`config.mk`:
```
export PLATFORM = sky130hd
export DESIGN_NAME = window_control
export DESIGN_NICKNAME = d
export VERILOG_FILES = /design/src/rtl/window_control.sv
export SDC_FILE = /design/constraint.sdc
export NUM_CORES = 1
export LEC_CHECK = 0
export ABC_AREA = 1
export CAP_MARGIN = 20
export CORE_MARGIN = 2
export CORE_UTILIZATION = 35
export CTS_CLUSTER_SIZE = 8
export DETAILED_ROUTE_END_ITERATION = 8
export GPL_TIMING_DRIVEN = 0
export PLACE_DENSITY = 0.7
export SETUP_SLACK_MARGIN = 0.1
export SLEW_MARGIN = 20
export SYNTH_ARGS = -nofsm -noshare
export SYNTH_HDL_FRONTEND = slang
export SYNTH_SLANG_ARGS = --single-unit
```
`constraint.sdc`:
```
create_clock -name Clk -period 0.97 [get_ports Clk]
set_clock_uncertainty 0.1 [all_clocks]
set_input_delay 0.2425 -clock Clk [delete_from_list [all_inputs] [get_ports Clk]]
set_output_delay 0.2425 -clock Clk [all_outputs]
set_load 0.01 [all_outputs]
```
`src/rtl/window_control.sv`:
```
// window_control: current-window pointer, WIM, ET/S/PS and latched window-trap request.
// Optional macro WINDOW_CHECK_EN enables WIM checks for SAVE, RESTORE and RETT.
`default_nettype none

module window_control #(
    parameter int NWIN = 4
) (
    input  logic                     Clk,
    input  logic                     Clr,
    input  logic                     save,
    input  logic                     restore,
    input  logic                     trap_entry,
    input  logic                     rett,
    input  logic                     wr_cwp,
    input  logic [$clog2(NWIN)-1:0]  cwp_in,
    input  logic                     wr_wim,
    input  logic [NWIN-1:0]          wim_in,
    input  logic                     trap_ack,
    output logic [$clog2(NWIN)-1:0]  current_window,
    output logic [NWIN-1:0]          wim,
    output logic                     et,
    output logic                     s,
    output logic                     ps,
    output logic                     trap_req,
    output logic [5:0]               trap_tt
);

    localparam int              CW          = $clog2(NWIN);
    localparam logic [CW-1:0]   C_ONE       = CW'(1);
    localparam logic [5:0]      C_TT_ILLEGAL = 6'h02;
    localparam logic [5:0]      C_TT_PRIV    = 6'h03;
    localparam logic [5:0]      C_TT_OVF     = 6'h05;
    localparam logic [5:0]      C_TT_UNF     = 6'h06;

    logic [CW-1:0]   r_cwp;
    logic [NWIN-1:0] r_wim;
    logic            r_et;
    logic            r_s;
    logic            r_ps;
    logic            r_trap_req;
    logic [5:0]      r_trap_tt;

    logic [CW-1:0]   w_cwp_dec;
    logic [CW-1:0]   w_cwp_inc;
    logic            w_dec_invalid;
    logic            w_inc_invalid;

    assign w_cwp_dec = r_cwp - C_ONE;
    assign w_cwp_inc = r_cwp + C_ONE;

    // Checks always use the WIM value held before this edge, so a same-cycle WIM write is not seen.
`ifdef WINDOW_CHECK_EN
    assign w_dec_invalid = r_wim[w_cwp_dec];
    assign w_inc_invalid = r_wim[w_cwp_inc];
`else
    assign w_dec_invalid = 1'b0;
    assign w_inc_invalid = 1'b0;
`endif

    always_ff @(posedge Clk) begin
        if (Clr) begin
            r_cwp      <= '0;
            r_wim      <= '0;
            r_et       <= 1'b0;
            r_s        <= 1'b1;
            r_ps       <= 1'b0;
            r_trap_req <= 1'b0;
            r_trap_tt  <= 6'h00;
        end else begin
            if (wr_wim) begin
                r_wim <= wim_in;
            end
            if (trap_ack) begin
                r_trap_req <= 1'b0;
            end

            if (trap_entry) begin
                r_cwp      <= w_cwp_dec;
                r_et       <= 1'b0;
                r_ps       <= r_s;
                r_s        <= 1'b1;
                r_trap_req <= 1'b0;
            end else if (!r_trap_req) begin
                // A pending trap blocks every remaining window operation.
                if (rett) begin
                    if (r_et) begin
                        r_trap_req <= 1'b1;
                        r_trap_tt  <= r_s ? C_TT_ILLEGAL : C_TT_PRIV;
                    end else if (w_inc_invalid) begin
                        r_trap_req <= 1'b1;
                        r_trap_tt  <= C_TT_UNF;
                    end else begin
                        r_cwp <= w_cwp_inc;
                        r_et  <= 1'b1;
                        r_s   <= r_ps;
                    end
                end else if (save) begin
                    if (w_dec_invalid) begin
                        r_trap_req <= 1'b1;
                        r_trap_tt  <= C_TT_OVF;
                    end else begin
                        r_cwp <= w_cwp_dec;
                    end
                end else if (restore) begin
                    if (w_inc_invalid) begin
                        r_trap_req <= 1'b1;
                        r_trap_tt  <= C_TT_UNF;
                    end else begin
                        r_cwp <= w_cwp_inc;
                    end
                end else if (wr_cwp) begin
                    r_cwp <= cwp_in;
                end
            end
        end
    end

    assign current_window = r_cwp;
    assign wim            = r_wim;
    assign et             = r_et;
    assign s              = r_s;
    assign ps             = r_ps;
    assign trap_req       = r_trap_req;
    assign trap_tt        = r_trap_tt;

endmodule

`default_nettype wire

```
==> results of run 1 <==
-- placed cells by master, fill, tap and decap left out, drive strengths merged, types with 2 or more instances in the layout --
cell type / n
clkdlybuf4s50: 8
nor2: 20
nand2: 22
dlygate4sd2: 5
nand3: 6
o21ai: 7
a21oi: 2
dfxtp: 12
inv: 12
buf: 23
clkbuf: 4
conb: 4
-- power groups by stage --
stage	logic, mW	clock network, mW	registers (mW)
detailed placement	0.320	0	0.566
global route	0.428	0.343	0.554
CTS	0.362	0.304	0.547
global placement	0.318	0	0.564
finish	0.390	0.293	0.550
floorplan	0.156	0	0.577
-- layer usage --
layer	track usage (%)	vias to the layer above
met5	0	-
li1	-	353
met1	20.24	306
met2	25.28	25
met4	6.857	0
met3	4.706	2
-- synthesized netlist by cell type, drive strengths merged --
cell / count / area (sq um)
nor2: 20 / 87.58
inv: 12 / 45.04
conb: 1 / 3.750
a21oi: 2 / 13.76
nand3: 6 / 35.03
nand2: 22 / 100.1
o21ai: 7 / 35.03
dfxtp: 12 / 240.2
nand3b: 1 / 7.510
buf: 4 / 30.03
a21boi: 1 / 7.510
nor3: 1 / 10.01
o21a: 1 / 7.510
and3: 1 / 6.260
-- stage by stage --
stage	instance area (sq um)	setup WS, ns	hold slack (ns)
after floorplan	693.2	0.02043	0.1994
after global placement	984.7	-0.6644	0.3587
after detailed placement	984.7	-0.6522	0.3739
after CTS	1070	-0.1264	0.2322
after global routing	1130	-0.1867	0.2365
final	1130	-0.1292	0.2369
-- layout make-up --
type                    count  share of cell area [%]
plain buffers               4                   2.658
clock buffers               3                   1.993
inverters                  12                   4.651
multi-input cells          66                   35.66
flip-flops and latches     12                   23.48
well taps                  25                   2.769
repair buffers             33                   28.79
-- what timing repair did --
action | CTS | global route
setup buffers | 6 | 1
endpoints found under the hold margin | 0 | 0
setup endpoints to repair | 24 | 21
gates resized for setup | 76 | 18
pin swaps | 4 | 5
-- worst max-delay path by stage --
stage / end / slack (ns)
floorplan: current_window[0] / 0.02
global placement: current_window[1] / -0.66
detailed placement: s / -0.65
CTS: current_window[0] / -0.13
global route: current_window[0] / -0.19
finish: current_window[0] / -0.13
-- worst reg2reg max path, cell delays in order, from the launching register on --
cell,delay (ns)
dfxtp_4,0.34
buf_6,0.11
nand2_4,0.08
nand2_4,0.07
nand2_4,0.06
nand2_4,0.06
inv_2,0.06
nand2_2,0.04
nand2_2,0.05
nor2_2,0.03
-- flip-flops by register name, indices dropped and copies added, names as in the netlist --
| signal | flops |
|---|---|
| current_window | 2 |
| et | 1 |
| ps | 1 |
| s | 1 |
| trap_req | 1 |
| trap_tt | 2 |
| wim | 4 |
-- logic make-up (layout without fill, tap and decap cells) --
logic type	count (synthesis)	after routing	share of synthesized area (%)
other cells	1	4	0.5958
simple gates	51	51	39.16
buf+inv	16	52	11.93
compound gates	11	11	10.14
flops	12	12	38.17
==> reports/metrics.yaml, run 1 <==
finish:
  fin_cells: 155
  area_growth_pct: 79.52
  insertedDiodeCount: 0
  register_area_sq_um: 265.3
  nFillCells: 156
  multiInputGateArea_sq_um: 402.9
  fin_nets: 147
  final_layout_size_suffix_gt1_share_pct: 55.38
  utilization_pct: 66.15
route:
  wl_met3_microns: 144
  finalWirelength_mm: 1.562
  met2_length_microns: 740
  ant_nets: 0
  avgRoutedWirePerCell_microns: 10.08
  via_count: 686
  drt_iter0_markers: 3
  dr.pass1.iters: 4
  wl_met1_microns: 659
  via_per_inst: 4.426
  top_layer: "met4"
  drc: 0
sta:
  hold_viol: 0
  fin_crit_sh_pct: 113.3
  setup_tns_ns: -1.544
  report.final.setup_viol: 18
  min_period_ns: 1.099
  setup_slack_ns: -0.1292
  rsz0062_at_grt: "true"
  max_freq_ghz: 0.9098
  drv_slew: 0
critical_path:
  path_buf_inv: 2
  crit_arrival_ns: 1.16
  path_class: "flip-flop to flip-flop"
  required_ns: 1.03
  path_cells: "buf_6, nand2_4, nand2_4, nand2_4, nand2_4, inv_2, nand2_2, nand2_2, nor2_2"
  worst_setup_path_end_kind: "flip-flop"
  cpMostUsedCell: "nand2_4"
  startpoint: "et"
  path_max_fanout: 4
  slowest_delay_ns: 0.34
  critical_path_cell_count: 9
  cpLargestDelayFamily: "simple AND/OR/NAND/NOR gates"
  rr_startpoint: "et"
  r2r-end: "current_window[0]"
  ff2ff_path_depth: 9
  critPathLaunchType: "flip-flop"
  crit_slowest_cell: "dfxtp_4"
  r2r_slack_ns: -0.13
place:
  gp_congestion: 0.7589
  io_buffers: 26
  dpl.hpwl_mm: 1.057
  place_inst: 145
floorplan:
  core_area_sq_um: 1708
  row_count: 15
  die_height_microns: 46.41
  die-area_sq_um: 2153
  start_util_pct: 36.85
  die_width_microns: 46.41
  io_pins: 31
pwr:
  comb_power_share_pct: 31.6
  irDropWorstVdd_mv: 0.7387
  sequentialPowerShare_pct: 44.6
  power.density_nw_per_um2: 1092
  pwr-share-clk_pct: 23.8
  p_switching_uw: 361.6
  p_leak_nw: 0.5358
  switching_share_pct: 29.31
  p_int_uw: 872.1
  power_mw: 1.234
hold_path:
  worstHoldStart: "Clr"
  hold_end: "current_window[0]"
  hp-class: "input pin to flip-flop"
  min_path_cells: 2
cts:
  root_buffer: "clkbuf_4"
  clock-sinks: 12
  clk_pin_slew_worst_paths_ns: 0.07
  hold_buffers: 0
  clkLatencyLatePin_ns: 0.26
  cts_buffers: 3
  cts_tree: "done"
  ctsLongestPathBuffers: 2
  h-tree-depth: 1
global_routing:
  grt_pass1_vias: 594
  antenna_found_initial: 0
  grt_use_total_pct: 16.08
  overflow: 0
  grt_first_pass_wirelength_mm: 2.477
  grt_max_degree: 8
yosys:
  ys_warn_count: 0
  seq_area_frac_synth_pct: 38.17
  yosys_register_bits: 12
  avgSynthCellArea_sq_um: 6.916
  syn_area_sq_um: 629.4
  synth.distinct_cells: 21
  synth_cells: 91
job:
  drv_cap: 0
outcome:
  violations: "negative setup slack"
  status: "finished with violations"
Note: power is estimated with default switching activity, not from simulation.
==> inputs of run 2 (changes only) <==
--- a/config.mk
+++ b/config.mk
@@ -12,6 +12,7 @@
 export CTS_CLUSTER_SIZE = 8
 export DETAILED_ROUTE_END_ITERATION = 8
 export GPL_TIMING_DRIVEN = 0
+export MAX_ROUTING_LAYER = met4
 export PLACE_DENSITY = 0.7
 export SETUP_SLACK_MARGIN = 0.1
 export SLEW_MARGIN = 20
==> run 2 against run 1 <==
Net effect:
- global-route usage up 0.46 points
- critical path depth unchanged
- largest power group unchanged
- clock power about the same
- sequential power about the same
- the flow still finishes with violations (negative setup slack)
- design area unchanged
- highest routed layer is now met3
- count of clock-buffer cells in the layout unchanged
- cell count unchanged
==> reports/metrics.yaml, run 2 (synthesis results as in run 1) <==
outcome:
  status: "finished with violations"
  violations: "negative setup slack"
global_routing:
  antenna_found_initial: 0  # unchanged
  grt_util_met2_pct: 25.28  # unchanged
  grt_pass1_vias: 596  # +0.34%
  overflow: 0  # unchanged
  met1_usage_pct: 20.71  # +0.47 points
  grt_use_total_pct: 16.54  # +0.46 points
  grt_util_met3_pct: 3.922  # -0.78 points
  grt_max_degree: 8  # unchanged
  grt_first_pass_wirelength_mm: 2.477  # unchanged
  grt.busiest_layer: "met2"
critical_path:
  crit_arrival_ns: 1.16  # about the same
  worst_setup_path_end_kind: "flip-flop"
  path_cells: "buf_6, nand2_4, nand2_4, nand2_4, nand2_4, inv_2, nand2_2, nand2_2, nor2_2"
  rr_startpoint: "et"
  ff2ff_path_depth: 9  # unchanged
  r2r_slack_ns: -0.13  # about the same
  r2r-end: "current_window[0]"
  path_max_fanout: 4  # unchanged
  required_ns: 1.03  # about the same
  crit_slowest_cell: "dfxtp_4"
  slowest_delay_ns: 0.34  # about the same
  cpLargestDelayFamily: "simple AND/OR/NAND/NOR gates"
  path_class: "flip-flop to flip-flop"
  critPathLaunchType: "flip-flop"
  path_buf_inv: 2  # unchanged
  cpMostUsedCell: "nand2_4"
pwr:
  power.density_nw_per_um2: 1091  # -0.12%
  irDropWorstVdd_mv: 0.7337  # -0.68%
  p_leak_nw: 0.5358  # unchanged
route:
  dr.pass1.iters: 4  # unchanged
  avgRoutedWirePerCell_microns: 10.15  # +0.77%
  drt_iter0_markers: 7  # +4
  drc: 0  # unchanged
  ant_nets: 0  # unchanged
  via_per_inst: 4.400  # -0.58%
  finalWirelength_mm: 1.574  # +0.77%
  via_count: 682  # -0.58%
place:
  io_buffers: 26  # unchanged
  dp_slack_ns: -0.6522  # unchanged
  place_inst: 145  # unchanged
  gp_congestion: 0.7689  # +1.3%
  dpl.hpwl_mm: 1.057  # unchanged
hold_path:
  hp-class: "input pin to flip-flop"
  min_path_cells: 2  # unchanged
  hold_end: "current_window[0]"
  worstHoldStart: "Clr"
cts:
  root_buffer: "clkbuf_4"
  hold_buffers: 0  # unchanged
  clock-sinks: 12  # unchanged
  cts_tree: "done"
  cts_buffers: 3  # unchanged
  ctsLongestPathBuffers: 2  # unchanged
  clkLatencyLatePin_ns: 0.26  # about the same
  clk_pin_slew_worst_paths_ns: 0.07  # about the same
  h-tree-depth: 1  # unchanged
sta:
  setup_tns_ns: -1.535  # +0.009330 ns
  worst_hold_slack_ns: 0.2369  # +0.00001200 ns
  rsz0062_at_grt: "true"
  min_period_ns: 1.103  # +0.003939 ns
  report.final.setup_viol: 18  # unchanged
  hold_viol: 0  # unchanged
  drv_slew: 0  # unchanged
  max_freq_ghz: 0.9065  # -0.36%
  setup_slack_ns: -0.1331  # -0.003939 ns
  fin_crit_sh_pct: 113.7  # +0.41 points
floorplan:
  die_width_microns: 46.41  # unchanged
  core_area_sq_um: 1708  # unchanged
  row_count: 15  # unchanged
  start_util_pct: 36.85  # unchanged
  io_pins: 31  # unchanged
  die_height_microns: 46.41  # unchanged
  die-area_sq_um: 2153  # unchanged
finish:
  area_growth_pct: 79.52  # unchanged
  largest_reg_flops: 4  # unchanged
  fin_nets: 147  # unchanged
  insertedDiodeCount: 0  # unchanged
  final_layout_size_suffix_gt1_share_pct: 55.38  # unchanged
  final_cell_mix: "nor2_1, buf_6, nand2_2"
  fin_cells: 155  # unchanged
  nFillCells: 156  # unchanged
  utilization_pct: 66.15  # unchanged
job:
  drv_cap: 0  # unchanged
-- run 2: cell counts in the layout (fill, tap and decap cells not counted) --
No cell type changed its count.
-- run 2: worst max path at each step --
stage	start	end	cells after the start
3_5_place_dp	rett	s	6
4_1_cts	trap_req	current_window[0]	9
3_3_place_gp	trap_entry	current_window[1]	5
6_report	et	current_window[0]	9
2_1_floorplan	et	current_window[0]	8
5_1_grt	et	current_window[0]	9
-- run 2: metrics by stage --
stage / instance area [sq um] / total power [mW]
final: 1130 / 1.232
after global routing: 1130 / 1.324
after CTS: 1070 / 1.214
after detailed placement: 984.7 / 0.8860
after global placement: 984.7 / 0.8824
after floorplan: 693.2 / 0.7334
-- run 2: power breakdown --
part,total [mW],internal (mW),switching [mW]
combinational,0.391,0.202,0.188
clock,0.291,0.143,0.148
sequential,0.551,0.526,0.0244
-- run 2: timing repair --
item,4_1_cts,5_1_grt
pin swaps,4,5
endpoints found under the setup margin,24,21
setup buffers,6,1
resized for setup,76,18
-- run 2: layout make-up --
cell class              count  area (sq um)  area share [%]
plain buffers               4         30.03           2.658
inverters                  12         52.55           4.651
clock buffers               3         22.52           1.993
multi-input cells          66         402.9           35.66
repair buffers             33         325.3           28.79
flip-flops and latches     12         265.3           23.48
well taps                  25         31.28           2.769
-- run 2: metal layers --
metal  vias to the layer above  share of wire [%]
li1                        354                  -
met1                       303                 44
met2                        25                 48
met3                         0                8.3
met4                         0                  0
met5                         -                  0
